===== src/rtl/mouse_pkg.sv =====
// Shared types and helpers for the mouse event tracker and its cursor sprite.
package mouse_pkg;

    typedef enum logic [1:0] {StIdle, StPressed, StDrag} drag_state_t;

    localparam int unsigned BTN_LEFT   = 0;
    localparam int unsigned BTN_MIDDLE = 1;
    localparam int unsigned BTN_RIGHT  = 2;

    typedef logic [11:0] rgb12_t;

    function automatic int unsigned clamp(int unsigned v, int unsigned lim);
        return (v >= lim) ? lim - 1 : v;
    endfunction

    function automatic int unsigned absdiff(int unsigned a, int unsigned b);
        return (a >= b) ? a - b : b - a;
    endfunction

endpackage


===== src/rtl/mouse_cursor_sprite.sv =====
// Triangular cursor sprite: hit test against the VGA counters plus a colour register.
module mouse_cursor_sprite
    import mouse_pkg::*;
#(
    parameter int unsigned POS_W       = 10,
    parameter int unsigned CURSOR_SIZE = 8,
    parameter rgb12_t      CURSOR_RGB  = 12'hFFF,
    parameter rgb12_t      PRESS_RGB   = 12'hF80
) (
    input  logic             clk_i,
    input  logic             rst_i,
    input  logic [POS_W-1:0] cur_x_i,
    input  logic [POS_W-1:0] cur_y_i,
    input  logic [POS_W-1:0] h_cnt_i,
    input  logic [POS_W-1:0] v_cnt_i,
    input  logic             pressed_i,
    output logic             cursor_en_o,
    output rgb12_t           cursor_rgb_o
);

    logic [POS_W-1:0] dx, dy;
    logic             hit;
    logic             en_q;
    rgb12_t           rgb_q;

    // Pixels left of / above the hotspot wrap to large values and miss.
    assign dx  = h_cnt_i - cur_x_i;
    assign dy  = v_cnt_i - cur_y_i;
    assign hit = (32'(dx) < CURSOR_SIZE) && (32'(dy) < CURSOR_SIZE) && (dx <= dy);

    always_ff @(posedge clk_i) begin
        if (rst_i) begin
            en_q  <= 1'b0;
            rgb_q <= '0;
        end else begin
            en_q  <= hit;
            rgb_q <= pressed_i ? PRESS_RGB : CURSOR_RGB;
        end
    end

    assign cursor_en_o  = en_q;
    assign cursor_rgb_o = rgb_q;

endmodule


===== src/rtl/mouse_event_tracker.sv =====
// Mouse event tracker: clamped cursor, per-button edge pulses, left-drag FSM and sprite.
// Define MOUSE_DBLCLICK_EN to build the double-click timer; otherwise dbl_click_p_o is 0.
module mouse_event_tracker
    import mouse_pkg::*;
#(
    parameter int unsigned POS_W       = 10,
    parameter int unsigned SCREEN_W    = 640,
    parameter int unsigned SCREEN_H    = 480,
    parameter int unsigned NUM_BTN     = 3,
    parameter int unsigned DRAG_THRESH = 4,
    parameter int unsigned CURSOR_SIZE = 8,
    parameter rgb12_t      CURSOR_RGB  = 12'hFFF,
    parameter rgb12_t      PRESS_RGB   = 12'hF80,
    parameter int unsigned DBL_CYCLES  = 25_000_000
) (
    input  logic               clk_i,
    input  logic               rst_i,
    input  logic [POS_W-1:0]   raw_x_i,
    input  logic [POS_W-1:0]   raw_y_i,
    input  logic [NUM_BTN-1:0] raw_btn_i,
    input  logic               new_event_i,
    input  logic [POS_W-1:0]   h_cnt_i,
    input  logic [POS_W-1:0]   v_cnt_i,
    output logic [POS_W-1:0]   cur_x_o,
    output logic [POS_W-1:0]   cur_y_o,
    output logic [NUM_BTN-1:0] btn_level_o,
    output logic [NUM_BTN-1:0] press_p_o,
    output logic [NUM_BTN-1:0] release_p_o,
    output logic               click_p_o,
    output logic               dbl_click_p_o,
    output logic               drag_active_o,
    output logic [POS_W-1:0]   anchor_x_o,
    output logic [POS_W-1:0]   anchor_y_o,
    output logic               cursor_en_o,
    output rgb12_t             cursor_rgb_o
);

    logic [POS_W-1:0]   cur_x_q, cur_x_d, cur_y_q, cur_y_d;
    logic [POS_W-1:0]   anchor_x_q, anchor_x_d, anchor_y_q, anchor_y_d;
    logic [NUM_BTN-1:0] btn_q, btn_d, press_q, press_d, release_q, release_d;
    logic               click_q, click_d;
    drag_state_t        state_q, state_d;
    logic [POS_W-1:0]   new_x, new_y;
    logic               moved;

    assign new_x = POS_W'(clamp(32'(raw_x_i), SCREEN_W));
    assign new_y = POS_W'(clamp(32'(raw_y_i), SCREEN_H));
    assign moved = (absdiff(32'(new_x), 32'(anchor_x_q)) >= DRAG_THRESH) ||
                   (absdiff(32'(new_y), 32'(anchor_y_q)) >= DRAG_THRESH);

    always_comb begin
        cur_x_d    = cur_x_q;
        cur_y_d    = cur_y_q;
        btn_d      = btn_q;
        anchor_x_d = anchor_x_q;
        anchor_y_d = anchor_y_q;
        state_d    = state_q;
        press_d    = '0;
        release_d  = '0;
        click_d    = 1'b0;
        if (new_event_i) begin
            cur_x_d   = new_x;
            cur_y_d   = new_y;
            btn_d     = raw_btn_i;
            press_d   = raw_btn_i & ~btn_q;
            release_d = ~raw_btn_i & btn_q;
            case (state_q)
                StIdle: begin
                    // A press never jumps straight to drag, even with a big move.
                    if (press_d[BTN_LEFT]) begin
                        state_d    = StPressed;
                        anchor_x_d = new_x;
                        anchor_y_d = new_y;
                    end
                end
                StPressed: begin
                    if (!raw_btn_i[BTN_LEFT]) begin
                        state_d = StIdle;
                        click_d = 1'b1;
                    end else if (moved) begin
                        state_d = StDrag;
                    end
                end
                StDrag: begin
                    if (!raw_btn_i[BTN_LEFT]) state_d = StIdle;
                end
                default: state_d = StIdle;
            endcase
        end
    end

    always_ff @(posedge clk_i) begin
        if (rst_i) begin
            cur_x_q    <= POS_W'(SCREEN_W / 2);
            cur_y_q    <= POS_W'(SCREEN_H / 2);
            anchor_x_q <= '0;
            anchor_y_q <= '0;
            btn_q      <= '0;
            press_q    <= '0;
            release_q  <= '0;
            click_q    <= 1'b0;
            state_q    <= StIdle;
        end else begin
            cur_x_q    <= cur_x_d;
            cur_y_q    <= cur_y_d;
            anchor_x_q <= anchor_x_d;
            anchor_y_q <= anchor_y_d;
            btn_q      <= btn_d;
            press_q    <= press_d;
            release_q  <= release_d;
            click_q    <= click_d;
            state_q    <= state_d;
        end
    end

`ifdef MOUSE_DBLCLICK_EN
    localparam int unsigned TMR_W = $clog2(DBL_CYCLES + 1);

    logic [TMR_W-1:0] timer_q, timer_d;
    logic             dbl_q, dbl_d;

    // click_d is decided one cycle before click_p shows; a timer above 1 now is still
    // non-zero in the cycle the click pulse is visible.
    always_comb begin
        dbl_d   = click_d && (timer_q > TMR_W'(1));
        timer_d = timer_q;
        if (click_d) begin
            timer_d = dbl_d ? '0 : TMR_W'(DBL_CYCLES);
        end else if (timer_q != '0) begin
            timer_d = timer_q - TMR_W'(1);
        end
    end

    always_ff @(posedge clk_i) begin
        if (rst_i) begin
            timer_q <= '0;
            dbl_q   <= 1'b0;
        end else begin
            timer_q <= timer_d;
            dbl_q   <= dbl_d;
        end
    end

    assign dbl_click_p_o = dbl_q;
`else
    assign dbl_click_p_o = 1'b0;
`endif

    mouse_cursor_sprite #(
        .POS_W      (POS_W),
        .CURSOR_SIZE(CURSOR_SIZE),
        .CURSOR_RGB (CURSOR_RGB),
        .PRESS_RGB  (PRESS_RGB)
    ) u_sprite (
        .clk_i       (clk_i),
        .rst_i       (rst_i),
        .cur_x_i     (cur_x_q),
        .cur_y_i     (cur_y_q),
        .h_cnt_i     (h_cnt_i),
        .v_cnt_i     (v_cnt_i),
        .pressed_i   (btn_q[BTN_LEFT]),
        .cursor_en_o (cursor_en_o),
        .cursor_rgb_o(cursor_rgb_o)
    );

    assign cur_x_o       = cur_x_q;
    assign cur_y_o       = cur_y_q;
    assign btn_level_o   = btn_q;
    assign press_p_o     = press_q;
    assign release_p_o   = release_q;
    assign click_p_o     = click_q;
    assign drag_active_o = (state_q == StDrag);
    assign anchor_x_o    = anchor_x_q;
    assign anchor_y_o    = anchor_y_q;

endmodule


===== config.mk =====
export PLATFORM = sky130hd
export DESIGN_NAME = mouse_event_tracker
export DESIGN_NICKNAME = d
export VERILOG_FILES = /design/src/rtl/mouse_pkg.sv /design/src/rtl/mouse_cursor_sprite.sv /design/src/rtl/mouse_event_tracker.sv
export SDC_FILE = /design/constraint.sdc
export NUM_CORES = 1
export LEC_CHECK = 0
export CORE_MARGIN = 2
export CORE_UTILIZATION = 47
export DETAILED_ROUTE_END_ITERATION = 16
export PLACE_DENSITY = 0.78
export REMOVE_ABC_BUFFERS = 1
export SLEW_MARGIN = 10
export SYNTH_ARGS = -nofsm -noshare
export SYNTH_HDL_FRONTEND = slang
export SYNTH_SLANG_ARGS = --single-unit
export TNS_END_PERCENT = 20

===== constraint.sdc =====
create_clock -name clk_i -period 4.2 [get_ports clk_i]
set_input_delay 0.84 -clock clk_i [delete_from_list [all_inputs] [get_ports clk_i]]
set_output_delay 0.84 -clock clk_i [all_outputs]
set_load 0.005 [all_outputs]

==> out/results.txt <==
Slew headroom - 64.4%
most frequent cells in the layout - buf_4 (110), clkdlybuf4s50_1 (104), inv_1 (84), nor2_1 (74), ha_1 (63)
Synth warnings - 0
outcome - finished clean
CTS Hold Bufs - 0
sequential share of the synthesized area - 21.7%
max cap viols - 0
clk buf depth - 2
async set-reset flop share out of synthesis - 0%
final-report hold violation count - 0
# nets final - 960
slowest CP cell - clkdlybuf4s50_1
maximum clock rate - 0.245 GHz
root buffer cell - clkbuf_8
Antenna diodes - 0
Worst Skew - 0.00660 ns
Final min period - 4.09 ns
RR Startpoint - cur_y_o[0]
crit path kind - in -> reg
vias in the first global route - 5111
crit path DAT - 4.32 ns
Final ANT Viol Nets - 0
WP data required - 4.43 ns
final setup vio count - 0
Placer Congestion - 0.966
first-pass GRT wire length - 24000 um
CP startpoint - raw_x_i[8]
Hold Path Class - reg -> reg
max incr delay on CP - 0.43 ns
layout cell share with drive strength beyond 1 - 20.4%
most common library cell in the layout ignoring fill and taps - buf_4
pwr/cell area - 255 nW/um^2
Post-synth EDFFs - 0
die height - 108 um
GRT Util Overall - 25.7%
CTS tree - yes
total CTS buffers - 5
critical-path maximum fanout - 5
Residual DRC - 0
Die Width - 108 um
DR vias - 5218
H-tree depth - 2
Mapped Cells - 652
CP Launch Type - input pin
Worst Path Buf+Inv - 4
crit-path leading delay family - compound AO/OA/AOI/OAI gates
largest net degree at the start of global routing - 44
CTS sink cnt - 55
prevailing post-synth register cell - dfxtp_1
min-delay src - btn_level_o[2]
Detailed Place HPWL - 12000 um
drt initial violations - 226
Initial Util - 48.8%
vias per cell - 5.35
Final Util - 69.7%
initial antenna violation count - 0
CP endpoint kind - flop
critical-path cell list - clkdlybuf4s50_1 > nor2_2 > nor2_4 > buf_4 > nor2_1 > inv_1 > ha_1 > nor2b_1 > o211ai_1 > mux2i_1 > nor4_2 > buf_4 > o211ai_1 > o32ai_1 > o211a_1 > nand4_2 > o41ai_2
Synth Cell Area - 5060 um^2
clock-pin slew on the worst setup and hold paths - 0.10 ns
placed cell count - 955
Seq cells post-synth - 55
number of buffers added on ports - 109
WL final - 15300 um
Static Leak - 3.25 nW
Worst-Skew Late Latency - 0.32 ns
period utilization - 97.4%
Congestion Overflow GR - 0
I/O pin cnt - 111
final cell count without fillers - 976
Netlist cell types - 67
Die Area - 11600 um^2
unrepaired setup endpoints after global routing - true
Routed wire per std cell - 15.7 um
FP Rows - 37
First-pass DRT Iterations - 5
Slew Viols, Final - 0
Synth-to-Final Area Change - 42.7%
syn_area_per_cell - 7.76 um^2
core area - 10400 um^2
worst-margin pin slew - 0.534 ns
Peak VDD IR - 0.000160 V
registers in the layout, summed over array words and instances (netlist names), 2 cells and up:
register	cells
anchor_x_o	10
anchor_y_o	10
cur_x_o	10
cur_y_o	10
btn_level_o	3
press_p_o	3
release_p_o	3
state_q	2
u_sprite.cursor_rgb_o	2
final cells by class:
cell class	count	area [um^2]
clock inverters	1	5.00
clock buffers	6	82.6
multi-input cells	472	3610
repair buffers	220	1930
flip-flops and latches	55	1100
inverters	86	323
fillers	857	3150
well taps	136	170
timing repair:
| action | in CTS | in global routing |
|---|---|---|
| pin swaps | 19 | 30 |
| setup buffers | 8 | 7 |
| gates cloned | 0 | 0 |
| gates resized for setup | 18 | 38 |
| setup endpoints to repair | 2 | 3 |
final timing paths:
kind,endpoint,slack [ns],cells past startpoint
setup / recovery,state_q[0],0.11,17
hold reg to reg,press_p_o[2],0.49,1
hold / removal,press_p_o[2],0.49,1
setup reg to reg,u_sprite.cursor_en_o,0.45,17
stage by stage:
step                      cell area (um^2)  worst slack, ns  TNS (ns)  power [mW]  hold WS, ns
after floorplan                       4840            0.201         0        1.06        0.453
after global placement                6840           -0.499     -1.09        1.41        0.443
after detailed placement              6840           -0.598     -1.25        1.44        0.467
after CTS                             7040          -0.0180   -0.0180        1.79        0.488
after global routing                  7220          -0.0507   -0.0507        1.96        0.521
final                                 7220            0.111         0        1.85        0.489
layer usage:
layer,track usage (%),share of wire [%],vias to the layer above
met5,0,0,-
li1,-,-,2604
met1,32.5,44,2475
met2,46.1,50,119
met4,6.41,1.4,0
met3,3.15,4.1,20
cell families (layout without fill, tap and decap cells):
group,Yosys count,in the layout,share of synthesized area [%]
compound gates,165,165,22.3
xor+xnor,31,31,5.36
fa+ha+maj,74,74,19.2
buf+inv,126,313,10.8
flops,55,55,21.7
mux,13,13,2.60
other cells,2,3,0.148
simple gates,186,186,17.8
synth_stat cells, drive strengths merged (7+ instances only):
library cell   n  area (um^2)
o21a           7         52.6
nor3          13         65.1
a21o          17          128
a211oi        29          218
nor2          79          297
buf           21          153
a31oi          8         71.3
nand2b        11         68.8
o21ai         31          155
a21oi         37          185
inv           86          323
nand2         32          120
xnor2         22          193
dfxtp         55         1100
nor2b         11         68.8
xor2           9         78.8
ha            68          851
mux2i         12          120
clkbuf        19         72.6
worst register-to-register path, cell delays in order, from the launching register on:
cell and delay (ns):
dfxtp_1 0.40, ha_2 0.21, inv_2 0.04, fa_2 0.40, a21oi_2 0.14, nor2_1 0.06, nor2_1 0.14, o21ai_1 0.11
a21oi_2 0.19, o21ai_1 0.10, xnor2_1 0.25, ha_1 0.31, a21o_1 0.22, a2111oi_4 0.30, a31oi_1 0.07, nor4_1 0.26
nand4b_1 0.16, a2111oi_2 0.28
power by group:
| group | switching, mW | leakage (nW) | internal (mW) |
|---|---|---|---|
| clock network | 0.183 | 0.0470 | 0.130 |
| registers | 0.0359 | 0.453 | 0.554 |
| logic | 0.450 | 2.75 | 0.493 |
No activity file was read; power rests on OpenSTA's default activity.
